File: config.mk
export PLATFORM = sky130hd
export DESIGN_NAME = rename
export DESIGN_NICKNAME = d
export VERILOG_FILES = /design/src/rtl/rename_pkg.sv /design/src/rtl/rename_free_list.sv /design/src/rtl/rename.sv
export SDC_FILE = /design/constraint.sdc
export NUM_CORES = 2
export LEC_CHECK = 0
export BUFFER_PORTS_ARGS = -buffer_cell sky130_fd_sc_hd__buf_4
export CAP_MARGIN = 20
export CORE_ASPECT_RATIO = 0.7
export CORE_UTILIZATION = 63
export CTS_CLUSTER_DIAMETER = 120
export DETAILED_ROUTE_END_ITERATION = 6
export HOLD_SLACK_MARGIN = 0.1
export MAX_ROUTING_LAYER = met4
export PLACE_DENSITY = 0.8
export SETUP_SLACK_MARGIN = 0.5
export SLEW_MARGIN = 20
export SYNTH_ARGS = -nofsm -noshare
export SYNTH_HDL_FRONTEND = slang
export SYNTH_SLANG_ARGS = --single-unit
export TNS_END_PERCENT = 50
File: constraint.sdc
create_clock -name clk -period 41.5 [get_ports clk]
set_clock_uncertainty 0.15 [all_clocks]
set_input_delay 4.15 -clock clk [delete_from_list [all_inputs] [get_ports clk]]
set_output_delay 4.15 -clock clk [all_outputs]
set_load 0.05 [all_outputs]
File: src/rtl/rename_pkg.sv
// rename_pkg: shared sizes, packet types and pointer helper for the rename stage
// Exports NUM_AREG, NUM_PREG, PREG_W, FREE_INIT, decode_data, rename_data, ptr_inc.
package rename_pkg;
  localparam int NUM_AREG = 32;
  localparam int NUM_PREG = 128;
  localparam int PREG_W = $clog2(NUM_PREG);
  localparam int FREE_INIT = NUM_PREG - NUM_AREG;
  typedef struct packed {
    logic [31:0] pc;
    logic [4:0]  rs1;
    logic [4:0]  rs2;
    logic [4:0]  rd;
    logic        rd_we;
  } decode_data;
  typedef struct packed {
    decode_data        dec;
    logic [PREG_W-1:0] prs1;
    logic [PREG_W-1:0] prs2;
    logic [PREG_W-1:0] prd;
    logic [PREG_W-1:0] old_prd;
  } rename_data;
  function automatic logic [PREG_W-1:0] ptr_inc(input logic [PREG_W-1:0] p);
    return p == PREG_W'(NUM_PREG - 1) ? '0 : p + 1'b1;
  endfunction
endpackage

File: src/rtl/rename_free_list.sv
// free_list: circular FIFO of free physical registers
// Ports: clk, reset (async, active-high), pop/pop_data (head), push/push_data (tail), empty;
// restore (only with RENAME_FLUSH_EN) rewinds head to the committed head.
module free_list
  import rename_pkg::*;
(
  input  logic              clk,
  input  logic              reset,
  input  logic              pop,
  input  logic              push,
  input  logic [PREG_W-1:0] push_data,
`ifdef RENAME_FLUSH_EN
  input  logic              restore,
`endif
  output logic [PREG_W-1:0] pop_data,
  output logic              empty
);
  logic [PREG_W-1:0] fifo [NUM_PREG];
  logic [PREG_W-1:0] head, tail, tail_n;
  logic [PREG_W:0]   count;
`ifdef RENAME_FLUSH_EN
  logic [PREG_W-1:0] chead, chead_n;
  // every committed writer consumed exactly one pop, so the committed head moves with each push
  assign chead_n = push ? ptr_inc(chead) : chead;
`endif
  assign tail_n = push ? ptr_inc(tail) : tail;
  assign pop_data = fifo[head];
  assign empty = count == '0;
  always_ff @(posedge clk or posedge reset)
    if (reset) begin
      for (int i = 0; i < NUM_PREG; i++) fifo[i] <= i < FREE_INIT ? PREG_W'(i + NUM_AREG) : '0;
      head <= '0;
      tail <= PREG_W'(FREE_INIT);
      count <= (PREG_W+1)'(FREE_INIT);
`ifdef RENAME_FLUSH_EN
      chead <= '0;
`endif
    end else begin
      if (push) fifo[tail] <= push_data;
      tail <= tail_n;
`ifdef RENAME_FLUSH_EN
      chead <= chead_n;
      if (restore) begin
        head <= chead_n;
        count <= tail_n >= chead_n ? {1'b0, tail_n - chead_n} : (PREG_W+1)'(NUM_PREG) + tail_n - chead_n;
      end else
`endif
      begin
        if (pop) head <= ptr_inc(head);
        count <= count + (PREG_W+1)'(push) - (PREG_W+1)'(pop);
      end
    end
  assert property (@(posedge clk) disable iff (reset) !(push && count == (PREG_W+1)'(NUM_PREG)));
endmodule

File: src/rtl/rename.sv
// rename: maps architectural to physical registers and registers a rename_data packet for dispatch
// Ports: clk, reset (async, active-high); valid_in/ready_in/data_in from decode;
// valid_out/ready_out/data_out to dispatch; commit_* returns freed pregs;
// flush exists only when RENAME_FLUSH_EN is defined and restores the committed map.
module rename
  import rename_pkg::*;
(
  input  logic              clk,
  input  logic              reset,
  input  logic              valid_in,
  output logic              ready_in,
  input  decode_data        data_in,
  output logic              valid_out,
  input  logic              ready_out,
  output rename_data        data_out,
  input  logic              commit_valid,
  input  logic              commit_we,
  input  logic [4:0]        commit_areg,
  input  logic [PREG_W-1:0] commit_prd,
  input  logic [PREG_W-1:0] commit_old_prd
`ifdef RENAME_FLUSH_EN
  ,
  input  logic              flush
`endif
);
  logic [PREG_W-1:0] map [NUM_AREG];
  logic [PREG_W-1:0] fl_data;
  logic empty, kill, accept, alloc, push;
`ifdef RENAME_FLUSH_EN
  logic [PREG_W-1:0] cmap [NUM_AREG];
  assign kill = flush;
`else
  logic unused_commit;
  assign unused_commit = ^{commit_areg, commit_prd};
  assign kill = 1'b0;
`endif
  // the free-list check ignores rd_we so ready_in never depends on data_in
  assign ready_in = (!valid_out || ready_out) && !empty;
  assign accept = valid_in && ready_in && !kill;
  assign alloc = accept && data_in.rd_we && data_in.rd != 5'd0;
  assign push = commit_valid && commit_we;
  free_list u_free_list (
    .clk(clk),
    .reset(reset),
    .pop(alloc),
    .push(push),
    .push_data(commit_old_prd),
`ifdef RENAME_FLUSH_EN
    .restore(flush),
`endif
    .pop_data(fl_data),
    .empty(empty)
  );
  always_ff @(posedge clk or posedge reset)
    if (reset) begin
      for (int i = 0; i < NUM_AREG; i++) begin
        map[i] <= PREG_W'(i);
`ifdef RENAME_FLUSH_EN
        cmap[i] <= PREG_W'(i);
`endif
      end
      valid_out <= 1'b0;
      data_out <= '0;
    end else begin
`ifdef RENAME_FLUSH_EN
      if (push && commit_areg != 5'd0) cmap[commit_areg] <= commit_prd;
      // a same-cycle commit is folded into the restored map
      if (flush) begin
        for (int i = 0; i < NUM_AREG; i++)
          map[i] <= push && commit_areg == 5'(i) && i != 0 ? commit_prd : cmap[i];
        valid_out <= 1'b0;
      end else
`endif
      begin
        if (alloc) map[data_in.rd] <= fl_data;
        if (accept) begin
          valid_out <= 1'b1;
          data_out <= '{dec: data_in, prs1: map[data_in.rs1], prs2: map[data_in.rs2],
                        prd: alloc ? fl_data : '0, old_prd: alloc ? map[data_in.rd] : '0};
        end else if (ready_out) valid_out <= 1'b0;
      end
    end
endmodule
---- Word level (Yosys, flattened, before mapping) ----
Cells that the tools add are included.
word-level totals
  logic and storage cells ................. 228
  input bits .............................. 73
  register bits ........................... 1219
  output and inout bits ................... 78
cells by class
  reduce and logical (&&, ||, !) cells .... 13
  multiplexer cells ....................... 24
  $add $sub $neg .......................... 4
  $lt $le $gt $ge ......................... 7
  eq/ne operators ......................... 2
  bitwise operators ....................... 5
operators with widths
  kind                                                                  count
  896-bit bitwise mux                                                   1
  224-bit bitwise mux                                                   1
  7-bit binary-select mux with 5-bit select                             3
  7-bit 2-to-1 mux                                                      14
  7-bit binary-select mux with 7-bit select                             1
  7-bit demux with 7-bit select                                         1
  7-bit demux with 5-bit select                                         1
  6-bit greater-or-equal comparator, second input constant              3
  5-bit NOT with 6-bit output                                           3
  8-bit greater-or-equal comparator, second input constant              2
  7-bit NOT with 8-bit output                                           2
  7-bit by 1-bit adder with 7-bit output, second input constant         2
  7-bit == test, second input constant                                  2
  8-bit by 1-bit adder with 8-bit output                                1
  8-bit logical NOT                                                     1
  8-bit by 1-bit < comparator with 1-bit output, second input constant  1
  8-bit by 1-bit subtractor with 8-bit output                           1
  1-bit logical AND                                                     7
  6-bit by 1-bit < comparator with 1-bit output, second input constant  1
  5-bit nonzero test                                                    1
  1-bit logical NOT                                                     2
  1-bit 2-to-1 mux                                                      2
  2-bit nonzero test                                                    1
  1-bit logical OR                                                      1

---- Logic depth before layout (Yosys ltp) ----
  depth in word-level cells ............... 7
  gate-level depth with buffers ........... 19

---- Hierarchy ----
A second synthesis with hierarchy kept.
unflattened totals
  cells, all modules ...................... 4038
  area total of the unflattened synthesis .. 59515.8 um^2
by module, submodules not included
  module     instances  cells an instance  area each (um^2)
  free_list  1          2832               42817.3
  rename     1          1206               16698.5

---- Least setup slack after synthesis ----
OpenSTA, ideal clock, no wires.
  path type ............................... input to output
  start ................................... input ready_out
  end ..................................... output ready_in
  cell stages on the path ................. 2
  setup slack ............................. 32.480 ns
  required time ........................... 37.200 ns
  arrival ................................. 4.720 ns
  cell sequence ........................... nand2b_1 o21a_1
on the way
  cells in the longest elaborated chain, start to end .. 2
RTL lines
  item                line          source
  start: declaration  rename.sv:14  input logic ready_out,
  1-bit logical OR    rename.sv:38  assign ready_in = (!valid_out || ready_out) && !empty;
  1-bit logical AND   rename.sv:38
  end: declaration    rename.sv:11  output logic ready_in,
Every way passes these cells.

---- Worst setup path after layout ----
Same ends and word-level chain as after synthesis.

==> key figures <==
Status
  • Run status: finished with violations
  • Failing checks: design-rule violations

Synth
  • Synth top area cells: dfrtp_1 32%, dfstp_2 20%, mux2_2 19%, mux4_2 14%, mux2i_1 2.6%
  • Number of library cell types mapped by synthesis: 70
  • Yosys warnings: 0
  • Seq cells post-synth: 1219
  • Post-synth EDFFs: 0
  • Synth cell count leaders: 996 x mux2_2, 767 x dfrtp_1, 452 x dfstp_2, 375 x mux4_2, 354 x nand2_1
  • Syn nets: 4275
  • Most frequent cell after synthesis: mux2_2
  • Yosys top cell area share: 32.2%
  • Synthesized area: 59700 µm²
  • Cell taking the most area after synthesis: dfrtp_1
  • Avg Cell Area, Syn: 14.2 µm²
  • Cells after synthesis: 4188
  • Post-synthesis sequential area ratio: 52.1%
  • Post-synthesis async set-or-reset flop share: 100%
  • Top FF cell, synth: dfrtp_1

Global route
  • Pin count of the biggest net entering global routing: 157
  • Vias in the first global route: 38200
  • GRT Util Overall: 35.2%
  • Congestion Overflow GR: 0
  • First-pass GRT wire length: 246 mm
  • Initial antenna violation count: 1

Drt
  • DRT iter0 DRCs: 4656
  • Post-route ant nets: 0
  • Drt drc: 1
  • DR top layer: met4
  • Wirelength, routed: 161 mm
  • Vias: 38300
  • Post-Route M1 WL: 67.8 mm
  • DRT Pass-1 Iters: 7
  • Wirelength per Cell: 29.2 µm
  • Met3 WL: 18.8 mm
  • Vias per cell: 6.91
  • Met2 WL: 70.2 mm

Clocking
  • Clock Path Buffers: 3
  • Clock slew at the register clock pins of the worst setup and hold paths: 0.06 ns
  • H-tree levels: 3
  • Clock sink count: 1219
  • Post-CTS sizing: 0
  • Num CTS Buffers: 114
  • CTS tree: done
  • Post-CTS Setup Inserts: 0
  • Clock Tree Root: clkbuf_16
  • Hold-fix buffers, CTS: 0
  • Clock Latency Late Sink: 0.75 ns

STA
  • RSZ-0062 raised after global routing: false
  • Final Max Tran Viols: 0
  • Minimum clock period: 9.08 ns
  • Worst-Margin Slew: 1.20 ns
  • Final worst-path cycle share: 21.9%
  • Total negative slack: 0 ns
  • Endpoints failing setup: 0
  • Final hold vios: 0
  • Slew headroom: 19.7%
  • Fmax achieved: 0.110 GHz

Job
  • Max_cap viols: 0

Final layout
  • Core Util, Final: 69.6%
  • Layout area overhead: 9.48%
  • Layout cell share with drive strength beyond 1: 52.4%
  • Nets: 4273
  • Final cell count without fillers: 5536
  • Final instance area: 65300 µm²

Worst setup path
  • CP Capture Type: output port
  • Worst Path Required: 37.20 ns
  • Critical Path AT: 4.78 ns
  • R2r setup slk: 35.97 ns
  • Crit path max fanout: 3
  • Worst setup path startpoint: ready_out
  • Reg2reg start: u_free_list.head[1]
  • CP startpoint kind: input pin
  • Path depth of the worst reg2reg path: 9
  • Kind of critical path: in2out
  • R2r endpoint: map[99]
  • Setup crit end: ready_in

Die
  • Die Y: 259 µm
  • Initial core utilization: 63.6%
  • Top Ports: 151
  • Die area: 96000 µm²
  • FP Rows: 94
  • Area of the core: 93900 µm²
  • Die W: 370 µm

Placement
  • Post-DP Area: 61400 µm²
  • HPWL after detailed placement: 103 mm
  • PortBufs: 138
  • Placed cells: 5317
  • Final RePlAce weighted congestion: 0.968

Hold path
  • Min-delay worst type: reg2reg
  • Hold Crit Start: map[221]

Pwr
  • Leak: 0.0287 µW
  • Power per cell area: 49.9 nW/µm²
  • Max IR drop VDD: 0.0435 mV
[power by group]
part	internal (µW)	switching [µW]	leakage (µW)
sequential	1320	97.2	0.0151
combinational	290	467	0.0116
clock	616	470	0.00192
[metal layers]
layer	global-route usage, %	vias to the layer above
li1	-	15600
met1	50.8	20300
met2	47.5	1940
met3	12.2	375
met4	9.38	0
met5	-	-
[cell families (layout without fill, tap and decap cells)]
family	after synthesis	in the layout	synth area share (%)
buffers and inverters	353	452	2.68
other	0	1	0
xor gates and xnor gates	13	13	0.191
AOI/OAI and AO/OA	392	392	4.35
adders and majority gates	14	14	0.306
muxes	1528	1528	35.6
and+or+nand+nor	669	669	4.81
DFF	1219	1219	52.1
[final cells by class]
class	count	area (µm²)
flip-flops and latches	1219	31100
fillers	6186	28500
multi-input cells	2616	27100
clock buffers	180	3460
repair buffers	207	1600
well taps	1248	1560
clock inverters	37	413
inverters	28	113
diodes	1	2.50
[worst max-delay path: stages]
cell and delay, ns:
buf_4 0.10, nand2b_1 0.16, o21a_1 0.15, buf_4 0.20
[metrics by stage]
step / power [µW] / hold WS [ns] / setup WS [ns]
global route: 3360 / 0.295 / 32.40
detailed placement: 2170 / 0.257 / 32.43
finish: 3260 / 0.276 / 32.42
CTS: 3250 / 0.270 / 32.41
global placement: 2150 / 0.246 / 32.44
floorplan: 1940 / 0.308 / 3.60
[flip-flops by register name (all words and copies together) (netlist names)]
| register | flops |
|---|---|
| data_out | 76 |
| map | 224 |
| u_free_list.count | 8 |
| u_free_list.fifo | 896 |
| u_free_list.head | 7 |
| u_free_list.tail | 7 |
| valid_out | 1 |
[layout by cell type, fill, tap and decap left out, types with 12 or more instances in the layout]
cell       count
mux4_2       375
clkbuf_1      35
nor2_1       181
ha_1          13
clkbuf_8      27
a22o_1        29
mux2_2       996
nor4_1        12
nand2_1      353
o22ai_1       55
nor3_1        15
nand3_1       12
o31ai_1       68
dfrtp_1      762
o21ai_0       54
nand2b_1      16
a21oi_1       90
a22oi_1       17
a31oi_1       15
dfstp_2      452
clkbuf_16    118
clkinv_2      23
mux2i_1      157
buf_4        204
nor2b_1       18
inv_1         23
[worst min-delay path by stage]
stage | to | cells past startpoint | slack [ns]
after floorplan | map[217] | 1 | 0.31
final | map[221] | 0 | 0.28
after CTS | map[221] | 0 | 0.27
after global routing | map[220] | 0 | 0.29
after global placement | map[219] | 0 | 0.25
after detailed placement | map[221] | 0 | 0.26
Note: power is estimated with default switching activity, not from simulation.
